--- config.mk ---
export PLATFORM = sky130hd
export DESIGN_NAME = alu_exec_unit
export DESIGN_NICKNAME = d
export VERILOG_FILES = /design/src/rtl/alu_exec_unit.sv
export SDC_FILE = /design/constraint.sdc
export NUM_CORES = 1
export LEC_CHECK = 0
export ABC_CLOCK_PERIOD_IN_PS = 7100
export CAP_MARGIN = 20
export CORE_MARGIN = 8
export CORE_UTILIZATION = 55
export CTS_CLUSTER_DIAMETER = 60
export DETAILED_ROUTE_END_ITERATION = 8
export GPL_TIMING_DRIVEN = 0
export PLACE_DENSITY = 0.79
export REMOVE_ABC_BUFFERS = 1
export SKIP_LAST_GASP = 1
export SYNTH_ARGS = -nofsm -noshare
export SYNTH_HDL_FRONTEND = slang
export SYNTH_SLANG_ARGS = --single-unit
--- constraint.sdc ---
create_clock -name clock -period 7.1 [get_ports clock]
set_input_delay 2.13 -clock clock [delete_from_list [all_inputs] [get_ports clock]]
set_output_delay 2.13 -clock clock [all_outputs]
set_load 0.01 [all_outputs]
--- src/rtl/alu_exec_unit.sv ---
// rtl/alu_exec_unit.sv - multi-cycle execute stage with shift-add multiplier and zero/carry flags
module alu_exec_unit #(
    parameter int DATA_WIDTH  = 8,
    parameter int ADDR_WIDTH  = 1,
    parameter int SHAMT_WIDTH = 3
) (
    input  logic                  clock,
    input  logic                  reset,
    input  logic                  instr_valid,
    output logic                  instr_ready,
    input  logic [2:0]            opcode,
    input  logic [ADDR_WIDTH-1:0] rs1,
    input  logic [ADDR_WIDTH-1:0] rs2,
    input  logic [ADDR_WIDTH-1:0] rd,
    output logic [ADDR_WIDTH-1:0] read_register1,
    output logic [ADDR_WIDTH-1:0] read_register2,
    input  logic [DATA_WIDTH-1:0] read_data1,
    input  logic [DATA_WIDTH-1:0] read_data2,
    output logic                  write_enable,
    output logic [ADDR_WIDTH-1:0] write_register,
    output logic [DATA_WIDTH-1:0] write_data,
    output logic                  zero_flag,
    output logic                  carry_flag,
    output logic                  done
);

    localparam int CW = $clog2(DATA_WIDTH + 1);

    localparam logic [2:0] OP_ADD = 3'b000;
    localparam logic [2:0] OP_SUB = 3'b001;
    localparam logic [2:0] OP_AND = 3'b010;
    localparam logic [2:0] OP_OR  = 3'b011;
    localparam logic [2:0] OP_XOR = 3'b100;
    localparam logic [2:0] OP_SHL = 3'b101;
    localparam logic [2:0] OP_SHR = 3'b110;
    localparam logic [2:0] OP_MUL = 3'b111;

    typedef enum logic [1:0] {S_IDLE, S_EXEC, S_MUL, S_WB} state_t;

    state_t                  state_q, state_d;
    logic [2:0]              opcode_q, opcode_d;
    logic [ADDR_WIDTH-1:0]   rs1_q, rs1_d, rs2_q, rs2_d, rd_q, rd_d;
    logic [2*DATA_WIDTH-1:0] op_a_q, op_a_d;
    logic [DATA_WIDTH-1:0]   op_b_q, op_b_d;
    logic [2*DATA_WIDTH-1:0] acc_q, acc_d;
    logic [CW-1:0]           cnt_q, cnt_d;
    logic [DATA_WIDTH-1:0]   result_q, result_d;
    logic                    zero_q, zero_d, carry_q, carry_d;

    logic [DATA_WIDTH:0]     alu_wide;
    logic [DATA_WIDTH-1:0]   alu_res;
    logic                    alu_carry;
    logic [2*DATA_WIDTH-1:0] acc_next;

    // Single-cycle ops read the register file directly during EXEC
    always_comb begin
        alu_wide  = '0;
        alu_res   = '0;
        alu_carry = 1'b0;
        case (opcode_q)
            OP_ADD: begin
                alu_wide  = {1'b0, read_data1} + {1'b0, read_data2};
                alu_res   = alu_wide[DATA_WIDTH-1:0];
                alu_carry = alu_wide[DATA_WIDTH];
            end
            OP_SUB: begin
                alu_res   = read_data1 - read_data2;
                alu_carry = (read_data1 < read_data2);
            end
            OP_AND:  alu_res = read_data1 & read_data2;
            OP_OR:   alu_res = read_data1 | read_data2;
            OP_XOR:  alu_res = read_data1 ^ read_data2;
            OP_SHL:  alu_res = read_data1 << read_data2[SHAMT_WIDTH-1:0];
            OP_SHR:  alu_res = read_data1 >> read_data2[SHAMT_WIDTH-1:0];
            default: alu_res = '0;
        endcase
    end

    always_comb begin
        state_d  = state_q;
        opcode_d = opcode_q;
        rs1_d    = rs1_q;
        rs2_d    = rs2_q;
        rd_d     = rd_q;
        op_a_d   = op_a_q;
        op_b_d   = op_b_q;
        acc_d    = acc_q;
        cnt_d    = cnt_q;
        result_d = result_q;
        zero_d   = zero_q;
        carry_d  = carry_q;
        acc_next = op_b_q[0] ? (acc_q + op_a_q) : acc_q;
        case (state_q)
            S_IDLE: begin
                if (instr_valid) begin
                    opcode_d = opcode;
                    rs1_d    = rs1;
                    rs2_d    = rs2;
                    rd_d     = rd;
                    state_d  = S_EXEC;
                end
            end
            S_EXEC: begin
                op_a_d = {{DATA_WIDTH{1'b0}}, read_data1};
                op_b_d = read_data2;
                if (opcode_q == OP_MUL) begin
                    acc_d   = '0;
                    cnt_d   = CW'(DATA_WIDTH);
                    state_d = S_MUL;
                end else begin
                    result_d = alu_res;
                    zero_d   = (alu_res == '0);
                    carry_d  = alu_carry;
                    state_d  = S_WB;
                end
            end
            S_MUL: begin
                acc_d  = acc_next;
                op_a_d = op_a_q << 1;
                op_b_d = op_b_q >> 1;
                cnt_d  = cnt_q - CW'(1);
                if (cnt_q == CW'(1)) begin
                    result_d = acc_next[DATA_WIDTH-1:0];
                    zero_d   = (acc_next[DATA_WIDTH-1:0] == '0);
                    carry_d  = |acc_next[2*DATA_WIDTH-1:DATA_WIDTH];
                    state_d  = S_WB;
                end
            end
            S_WB:    state_d = S_IDLE;
            default: state_d = S_IDLE;
        endcase
    end

    always_ff @(posedge clock or negedge reset) begin
        if (!reset) begin
            state_q  <= S_IDLE;
            opcode_q <= '0;
            rs1_q    <= '0;
            rs2_q    <= '0;
            rd_q     <= '0;
            op_a_q   <= '0;
            op_b_q   <= '0;
            acc_q    <= '0;
            cnt_q    <= '0;
            result_q <= '0;
            zero_q   <= 1'b0;
            carry_q  <= 1'b0;
        end else begin
            state_q  <= state_d;
            opcode_q <= opcode_d;
            rs1_q    <= rs1_d;
            rs2_q    <= rs2_d;
            rd_q     <= rd_d;
            op_a_q   <= op_a_d;
            op_b_q   <= op_b_d;
            acc_q    <= acc_d;
            cnt_q    <= cnt_d;
            result_q <= result_d;
            zero_q   <= zero_d;
            carry_q  <= carry_d;
        end
    end

    // Strobes decode straight from state so a reset in WB kills the write at once
    assign instr_ready    = (state_q == S_IDLE);
    assign write_enable   = (state_q == S_WB);
    assign done           = (state_q == S_WB);
    assign read_register1 = rs1_q;
    assign read_register2 = rs2_q;
    assign write_register = rd_q;
    assign write_data     = result_q;
    assign zero_flag      = zero_q;
    assign carry_flag     = carry_q;

endmodule
==> flow_summary.json, run 1 <==
{
  "outcome": "complete, no violations",
  "root_buffer": "clkbuf_8",
  "syn_area_sq_um": 5120,
  "tns_ns": 0,
  "cp_max_fo": 22,
  "ir_drop_v": 0.000233,
  "yosysTopAreaCell": "dfrtp_1",
  "grt_pass1_wl_um": 21800,
  "dp_cells": 685,
  "ctsHtreeMaxLevel": 3,
  "synth_cells": 561,
  "fin_ws_ns": 1.45,
  "die_area_sq_um": 12700,
  "final_util_pct": 64.2,
  "dr.pass1.iters": 5,
  "drive_above_1_share_pct": 9.61,
  "cts_sinks": 62,
  "grt_pass1_vias": 4595,
  "hold_path_depth": 2,
  "cts_setup_buffers": 0,
  "worst_pin_slew_ns": 1.02,
  "slew_violations": 0,
  "n_fill_cell": 730,
  "cts_made_buffers": 9,
  "rsz0062_at_grt": "no",
  "synthTopCellsByArea": "dfrtp_1 30%, ha_1 11%, mux2i_1 6.4%, o21ai_0 4.1%, a21oi_1 3.4%",
  "cellLeakagePower_uw": 0.00262,
  "ys_seq_elements": 62,
  "antenna_found_initial": 0,
  "die_w_um": 113,
  "hp-class": "reg -> reg",
  "min_to": "write_data[0]$_DFFE_PN0P_",
  "diodes": 0,
  "cts_tree": "yes",
  "initial_core_util_pct": 56.0,
  "rows": 35,
  "vias": 4518,
  "timing.fmax_mhz": 177,
  "timing.rr.start": "opcode_q[0]$_DFFE_PN0P_",
  "ant_nets": 0,
  "synth-edff-count": 0,
  "overflow": 0,
  "grt_max_degree": 42,
  "gp_congestion": 0.934,
  "synthArstFlopShare_pct": 100,
  "finalCriticalPeriod_ns": 5.65,
  "routed_via_density": 6.42,
  "fin_skew_ns": 0.00801,
  "finalNetCount": 662,
  "clkTransAtPathRegs_ns": 0.07,
  "drtIter0Drc": 301,
  "finalNonFillerCells": 704,
  "setup_violations": 0,
  "area_growth_pct": 14.7,
  "hold_violations": 0,
  "critPathRequiredTime_ns": 7.37,
  "r2r_end": "zero_flag$_DFFE_PN0P_",
  "cts_resized": 0,
  "io_pins": 41,
  "maxCapViolCount": 0,
  "worstPathArrival_ns": 5.91,
  "yosys_warnings": 0,
  "preCtsSetupSlack_ns": 1.15,
  "cp-end-kind": "flip-flop",
  "holdBufCountCts": 0,
  "numPortBuffers": 40,
  "wl_per_cell_um": 18.4,
  "clk_latency_ns": 0.34,
  "dieHeight_um": 113,
  "coreArea_sq_um": 9150,
  "dp_hpwl_um": 9570,
  "critPathLaunchType": "primary input",
  "routed_wl_um": 13000,
  "relSlewSlack_pct": 32.2,
  "worst-r2r-cell-count": 8,
  "rrSetupSlack_ns": 3.82,
  "synth_ff_type": "dfrtp_1",
  "powerDensity_nw_per_um2": 406,
  "ys_seq_area_share_pct": 30.3,
  "track_usage_pct": 20.8,
  "min-delay-start": "write_data[0]$_DFFE_PN0P_",
  "syn_avg_cell_area_sq_um": 9.13,
  "fin_crit_sh_pct": 79.5,
  "crit_type": "in -> reg",
  "synth.distinct_cells": 73,
  "cts_buffer_depth": 2,
  "synth_top_area_share_pct": 30.3,
  "drc": 0
}
[cell usage in the layout (no fill, tap or decap), drive strengths merged, types with 4 or more instances in the layout]
cell	n
dfrtp	62
nand3b	4
nor2b	5
a211oi	11
nand2b	6
mux2	12
o21bai	6
xor2	5
nand3	13
mux4	7
o21ai	47
a22o	9
and3	4
clkdlybuf4s50	39
and2	4
inv	41
buf	7
a211o	5
a222oi	4
o22ai	5
xnor2	10
o211ai	6
clkbuf	11
a221o	7
nor2	37
nor3	7
ha	46
a21o	8
nand2	38
mux2i	33
a21oi	35
[where the power goes]
part	internal (uW)	leakage, uW	switching [uW]
registers	486	0.000779	171
clock network	217	0.000116	143
logic	608	0.00173	762
[Yosys cell counts, drive strengths merged (4+ instances only)]
| library cell | number |
|---|---|
| and2 | 4 |
| mux4 | 7 |
| clkbuf | 21 |
| o211ai | 6 |
| a21oi | 35 |
| nand2 | 38 |
| ha | 46 |
| xnor2 | 10 |
| nor2 | 37 |
| nor2b | 5 |
| o22ai | 5 |
| and3 | 4 |
| nand3b | 4 |
| a221o | 7 |
| xor2 | 5 |
| buf | 9 |
| o21ai | 47 |
| dfrtp | 62 |
| a22o | 9 |
| inv | 41 |
| nor3 | 7 |
| nand2b | 6 |
| a222oi | 4 |
| a211oi | 11 |
| nand3 | 13 |
| mux2i | 33 |
| o21bai | 6 |
| mux2 | 12 |
| a21o | 8 |
| a211o | 5 |
[per-stage QoR]
step                      hold WS (ns)  area, sq um  total power (uW)
after floorplan                  0.470         5000              1540
after global placement           0.468         5540              1890
after detailed placement         0.487         5600              1990
after CTS                        0.502         5840              2360
after global routing             0.515         5880              2560
final                            0.503         5880              2390
[final cells by class]
| class | count | area, sq um | share of cell area, % |
|---|---|---|---|
| Clock buffer | 11 | 151 | 2.58 |
| Clock inverter | 5 | 81.3 | 1.38 |
| Inverter | 41 | 154 | 2.62 |
| Multi-Input combinational cell | 428 | 3300 | 56.1 |
| Sequential cell | 62 | 1550 | 26.4 |
| Tap cell | 111 | 139 | 2.36 |
| Timing Repair Buffer | 46 | 505 | 8.60 |
[registers in the layout, indices dropped and copies added (netlist names), 2 cells and up]
register    flops
acc_q          16
cnt_q           4
op_a_q         16
op_b_q          8
opcode_q        3
state_q         2
write_data      8
[metal layers]
layer  vias to the layer above  share of wire, %  GRT usage [%]  routed length [um]
met1                      2207                41           24.0                5320
met5                         -                 0              0                   0
li1                       2129                 -              -                   -
met4                         0               2.9           9.71                 374
met3                        33               4.9           3.49                 633
met2                       149                51           36.8                6630
[how the worst max path moves through the flow]
| stage | start | end | slack, ns | cells past startpoint |
|---|---|---|---|---|
| after floorplan | read_data2[1] | write_data[7]$_DFFE_PN0P_ | 2.89 | 10 |
| after global placement | read_data2[1] | write_data[7]$_DFFE_PN0P_ | 1.25 | 11 |
| after detailed placement | read_data2[1] | write_data[7]$_DFFE_PN0P_ | 1.15 | 11 |
| after CTS | read_data2[1] | write_data[7]$_DFFE_PN0P_ | 1.52 | 11 |
| after global routing | read_data2[1] | write_data[7]$_DFFE_PN0P_ | 1.30 | 11 |
| final | read_data2[1] | write_data[7]$_DFFE_PN0P_ | 1.45 | 11 |
[kinds of logic (layout without fill, tap and decap cells)]
family	count (synthesis)	count (layout)	share of synthesized area [%]
compound gates	179	179	24.5
xor+xnor	15	15	2.56
fa+ha+maj	49	49	12.4
buf+inv	71	103	5.42
flops	62	62	30.3
mux	52	52	12.2
simple gates	133	133	12.6
[critical path, stage by stage]
cell             delay [ns]
clkdlybuf4s50_1        1.12
inv_1                  0.35
ha_1                   0.42
o21ba_2                0.14
o21bai_1               0.08
a221o_1                0.34
a221o_1                0.33
a2111oi_0              0.43
a311oi_1               0.14
mux2_2                 0.30
o21ai_1                0.12
No activity file was read; power rests on OpenSTA's default activity.
==> inputs of run 2 (changes only) <==
ABC_CLOCK_PERIOD_IN_PS = 4700   (was 7100)
CORE_UTILIZATION = 54   (was 55)
PLACE_DENSITY = 0.81   (was 0.79)
clock period = 4.7 ns   (was 7.1 ns; I/O delays follow)
==> flow_summary.json, run 2 (synthesis gave the netlist of run 1 again) <==
{
  "drc": 0,
  "dieHeight_um": 113,
  "setup_violations": 0,
  "swShare_pct": 46.0,
  "cts_buffer_depth": 2,
  "gp_congestion": 0.919,
  "die_w_um": 113,
  "die_area_sq_um": 12900,
  "vias": 4474,
  "routed_wl_um": 13000,
  "coreArea_sq_um": 9240,
  "pwr-share-seq_pct": 28.0,
  "initial_core_util_pct": 55.5,
  "cts_resized": 1,
  "worstPathArrival_ns": 4.61,
  "cp_max_fo": 8,
  "grt_max_degree": 42,
  "root_buffer": "clkbuf_8",
  "fin_skew_ns": 0.0136,
  "powerDensity_nw_per_um2": 600,
  "post-route-cell-area_sq_um": 5850,
  "preCtsSetupSlack_ns": -0.531,
  "area_growth_pct": 14.3,
  "top_regs": "acc_q x16, op_a_q x16",
  "wl_per_cell_um": 18.0,
  "dr.pass1.iters": 5,
  "crit_chain": "clkdlybuf4s50_1, inv_1, ha_1, o21bai_1, a221o_1, a221o_1, a2111oi_0, a311oi_1, mux2_2, o21ai_1",
  "cts_setup_buffers": 0,
  "cts_made_buffers": 9,
  "clkTransAtPathRegs_ns": 0.07,
  "overflow": 0,
  "maxCapViolCount": 0,
  "numPortBuffers": 40,
  "hp-class": "reg -> reg",
  "drtIter0Drc": 218,
  "pwr-share-clk_pct": 13.3,
  "track_usage_pct": 20.9,
  "drive_above_1_share_pct": 9.61,
  "routed_via_density": 6.20,
  "relSlewSlack_pct": 30.9,
  "p_int_uw": 1900,
  "outcome": "complete, no violations",
  "timing.fmax_mhz": 231,
  "hold_violations": 0,
  "antenna_found_initial": 0,
  "dp_hpwl_um": 9810,
  "final_common_cell": "dfrtp_1",
  "holdBufCountCts": 0,
  "p_switching_uw": 1610,
  "ctsHtreeMaxLevel": 3,
  "rows": 35,
  "rsz0062_at_grt": "no",
  "diodes": 0,
  "total_power_uw": 3510,
  "crit_type": "in -> reg",
  "cpPeakStageDelay_ns": 0.68,
  "grt_pass1_wl_um": 21900,
  "clk_latency_ns": 0.35,
  "critPathRequiredTime_ns": 4.97,
  "cpMostUsedCell": "a221o_1",
  "io_pins": 41,
  "crit_buf_inv": 2,
  "slew_violations": 0,
  "ir_drop_v": 0.000316,
  "finalNetCount": 662,
  "cellLeakagePower_uw": 0.00261,
  "fin_crit_sh_pct": 92.3,
  "placed_area_sq_um": 5630,
  "layout_common_cells": "62 x dfrtp_1, 45 x ha_1, 42 x o21ai_0",
  "critPathTopFamily": "compound AO/OA/AOI/OAI gates",
  "finalCriticalPeriod_ns": 4.34,
  "critPathLaunchType": "primary input",
  "slowest_stage": "clkdlybuf4s50_1",
  "cts_tree": "yes",
  "grt_pass1_vias": 4478,
  "ant_nets": 0,
  "cp-end-kind": "flip-flop",
  "fin_ws_ns": 0.363,
  "worst_pin_slew_ns": 1.04,
  "power_frac_comb_pct": 58.6,
  "cts_sinks": 62
}
## run 2: metrics by stage
step           hold WS [ns]  cells  util (%)  TNS, ns
6_report              0.490    722      63.4        0
5_1_grt               0.515    722      63.4        0
4_1_cts               0.494    720      63.0        0
3_5_place_dp          0.479    704      61.0    -1.58
3_3_place_gp          0.468    700      60.2    -1.26
2_1_floorplan         0.470    531         -        0
## run 2: cell type report
class	instances	area [sq um]
multi-input cells	428	3300
flip-flops and latches	62	1550
repair buffers	46	500
well taps	129	161
inverters	41	154
fillers	758	3390
clock inverters	6	62.6
clock buffers	10	128
## run 2: path summary, 6_finish.rpt
check                                     startpoint                        end  slack, ns  cells past startpoint
setup reg to reg             opcode_q[0]$_DFFE_PN0P_      zero_flag$_DFFE_PN0P_       1.49                      8
min in group asynchronous                      reset       acc_q[5]$_DFFE_PN0P_       1.03                      1
max in group asynchronous                      reset  write_data[7]$_DFFE_PN0P_       3.07                      2
hold reg to reg            write_data[3]$_DFFE_PN0P_  write_data[3]$_DFFE_PN0P_       0.49                      2
setup / recovery                       read_data2[2]  write_data[7]$_DFFE_PN0P_       0.36                     10
hold / removal             write_data[3]$_DFFE_PN0P_  write_data[3]$_DFFE_PN0P_       0.49                      2
## run 2: worst reg2reg max path, delay by kind of cell (launching register included)
| kind | cells | cell delay, ns |
|---|---|---|
| compound gates | 3 | 0.91 |
| buf+inv | 1 | 0.25 |
| flops | 1 | 1.00 |
| simple gates | 4 | 0.97 |
## run 2: power groups by stage
stage / combinational, uW / clock [uW] / sequential [uW]
finish: 2060 / 467 / 985
global route: 2270 / 498 / 1010
detailed placement: 2020 / 0 / 991
CTS: 2040 / 468 / 982
floorplan: 1380 / 0 / 942
global placement: 1890 / 0 / 980
## run 2: routing by layer
metal,vias to the layer above,global-route usage (%),routed length (um)
met2,130,35.3,6400
met4,0,9.86,520
met3,47,4.17,560
met1,2162,25.0,5550
met5,-,0,0
li1,2135,-,-
==> inputs of run 3 (changes only) <==
CELL_PAD_IN_SITES_DETAIL_PLACEMENT = 0   (was default)
CELL_PAD_IN_SITES_GLOBAL_PLACEMENT = 1   (was default)
CORE_UTILIZATION = 42   (was 54)
GPL_ROUTABILITY_DRIVEN = 0   (was default)
GPL_TIMING_DRIVEN = default   (was 0)
==> flow_summary.json, run 3 (synthesis gave the netlist of run 1 again) <==
{
  "outcome": "complete, no violations",
  "setup_violations": 0,
  "timing.fmax_mhz": 249,
  "n_fill_cell": 1073,
  "final_common_cell": "dfrtp_1",
  "cts_sinks": 62,
  "antenna_found_initial": 0,
  "whs_ns": 0.477,
  "routed_wl_um": 13400,
  "min_to": "write_data[0]$_DFFE_PN0P_",
  "powerDensity_nw_per_um2": 610,
  "clk_latency_ns": 0.33,
  "grt_max_degree": 50,
  "io_pins": 41,
  "dr.pass1.iters": 5,
  "r2r_end": "carry_flag$_DFFE_PN0P_",
  "critPathLaunchType": "primary input",
  "timing.rr.start": "acc_q[0]$_DFFE_PN0P_",
  "critPathRequiredTime_ns": 4.96,
  "cts_setup_buffers": 0,
  "worstSetupStartpoint": "read_data2[2]",
  "worstPathArrival_ns": 4.28,
  "fin_crit_sh_pct": 85.6,
  "fin_skew_ns": 0.0109,
  "holdBufCountCts": 0,
  "ir_drop_v": 0.000327,
  "worst-r2r-cell-count": 10,
  "slew_violations": 0,
  "clkTransAtPathRegs_ns": 0.05,
  "cellLeakagePower_uw": 0.00267,
  "regArea_sq_um": 1550,
  "layout_common_cells": "62 x dfrtp_1, 45 x ha_1, 42 x o21ai_0",
  "vias": 4443,
  "tns_ns": 0,
  "drc": 0,
  "cts_buffer_depth": 2,
  "track_usage_pct": 17.0,
  "overflow": 0,
  "cp_max_fo": 7,
  "cp-end-kind": "flip-flop",
  "finalCriticalPeriod_ns": 4.02,
  "root_buffer": "clkbuf_16",
  "die_w_um": 126,
  "ctsHtreeMaxLevel": 3,
  "routed_via_density": 5.93,
  "grt_pass1_wl_um": 22400,
  "top_regs": "acc_q x16, op_a_q x16",
  "hold_violations": 0,
  "area_growth_pct": 16.9,
  "numPortBuffers": 40,
  "die_area_sq_um": 16000,
  "initial_core_util_pct": 42.8,
  "min-delay-start": "write_data[0]$_DFFE_PN0P_",
  "drive_above_1_share_pct": 10.8,
  "drtIter0Drc": 214,
  "maxCapViolCount": 0,
  "rows": 40,
  "cts_resized": 0,
  "rrSetupSlack_ns": 1.41,
  "ant_nets": 0,
  "dieHeight_um": 126,
  "cts_made_buffers": 9,
  "wl_per_cell_um": 17.9,
  "hp-class": "reg -> reg",
  "worst_pin_slew_ns": 0.554,
  "grt_pass1_vias": 4453,
  "crit_type": "in -> reg",
  "cts_tree": "yes",
  "finalNetCount": 672,
  "hold_path_depth": 2,
  "multi_input_area_sq_um": 3300,
  "diodes": 0,
  "rsz0062_at_grt": "no",
  "dp_hpwl_um": 10000,
  "coreArea_sq_um": 12000,
  "relSlewSlack_pct": 63.1
}
run 3: worst max-delay path by stage:
| stage | cells after the start | to |
|---|---|---|
| floorplan | 10 | write_data[7]$_DFFE_PN0P_ |
| global placement | 10 | write_data[7]$_DFFE_PN0P_ |
| detailed placement | 10 | write_data[7]$_DFFE_PN0P_ |
| CTS | 10 | write_data[7]$_DFFE_PN0P_ |
| global route | 10 | write_data[7]$_DFFE_PN0P_ |
| finish | 10 | write_data[7]$_DFFE_PN0P_ |
run 3: worst max-delay path: stages:
cell and delay [ns]:
clkdlybuf4s50_1 0.49, inv_1 0.16, ha_1 0.44, o21bai_1 0.14
a221o_1 0.35, a221o_1 0.32, a2111oi_0 0.44, a311oi_1 0.13
mux2_2 0.29, o21ai_1 0.11
run 3: report_power, final:
group,internal [uW],switching (uW)
combinational,878,1180
clock,419,232
sequential,737,205
total,2040,1620
run 3: area by class of cell:
class / count / share of cell area, %
multi-input cells: 428 / 55.0
flip-flops and latches: 62 / 25.9
repair buffers: 56 / 8.60
inverters: 41 / 2.57
clock buffers: 11 / 4.05
clock inverters: 4 / 0.793
well taps: 147 / 3.07
run 3: routing by layer:
layer | track usage [%] | vias up | wire [um]
met4 | 6.37 | 0 | 338
li1 | - | 2158 | -
met2 | 28.8 | 119 | 6500
met3 | 3.31 | 32 | 660
met1 | 20.9 | 2134 | 5930
met5 | 0 | - | 0
run 3: per-stage QoR:
stage | utilization, % | instance area, sq um | setup slack (ns) | instances | power [uW]
final | 50.1 | 5990 | 0.678 | 749 | 3660
after global routing | 50.1 | 5990 | 0.540 | 749 | 3950
after detailed placement | 47.6 | 5690 | 0.401 | 733 | 2980
after CTS | 50.0 | 5980 | 0.728 | 748 | 3660
after floorplan | - | 5000 | 1.21 | 531 | 2330
after global placement | 47.6 | 5690 | 0.499 | 733 | 2930
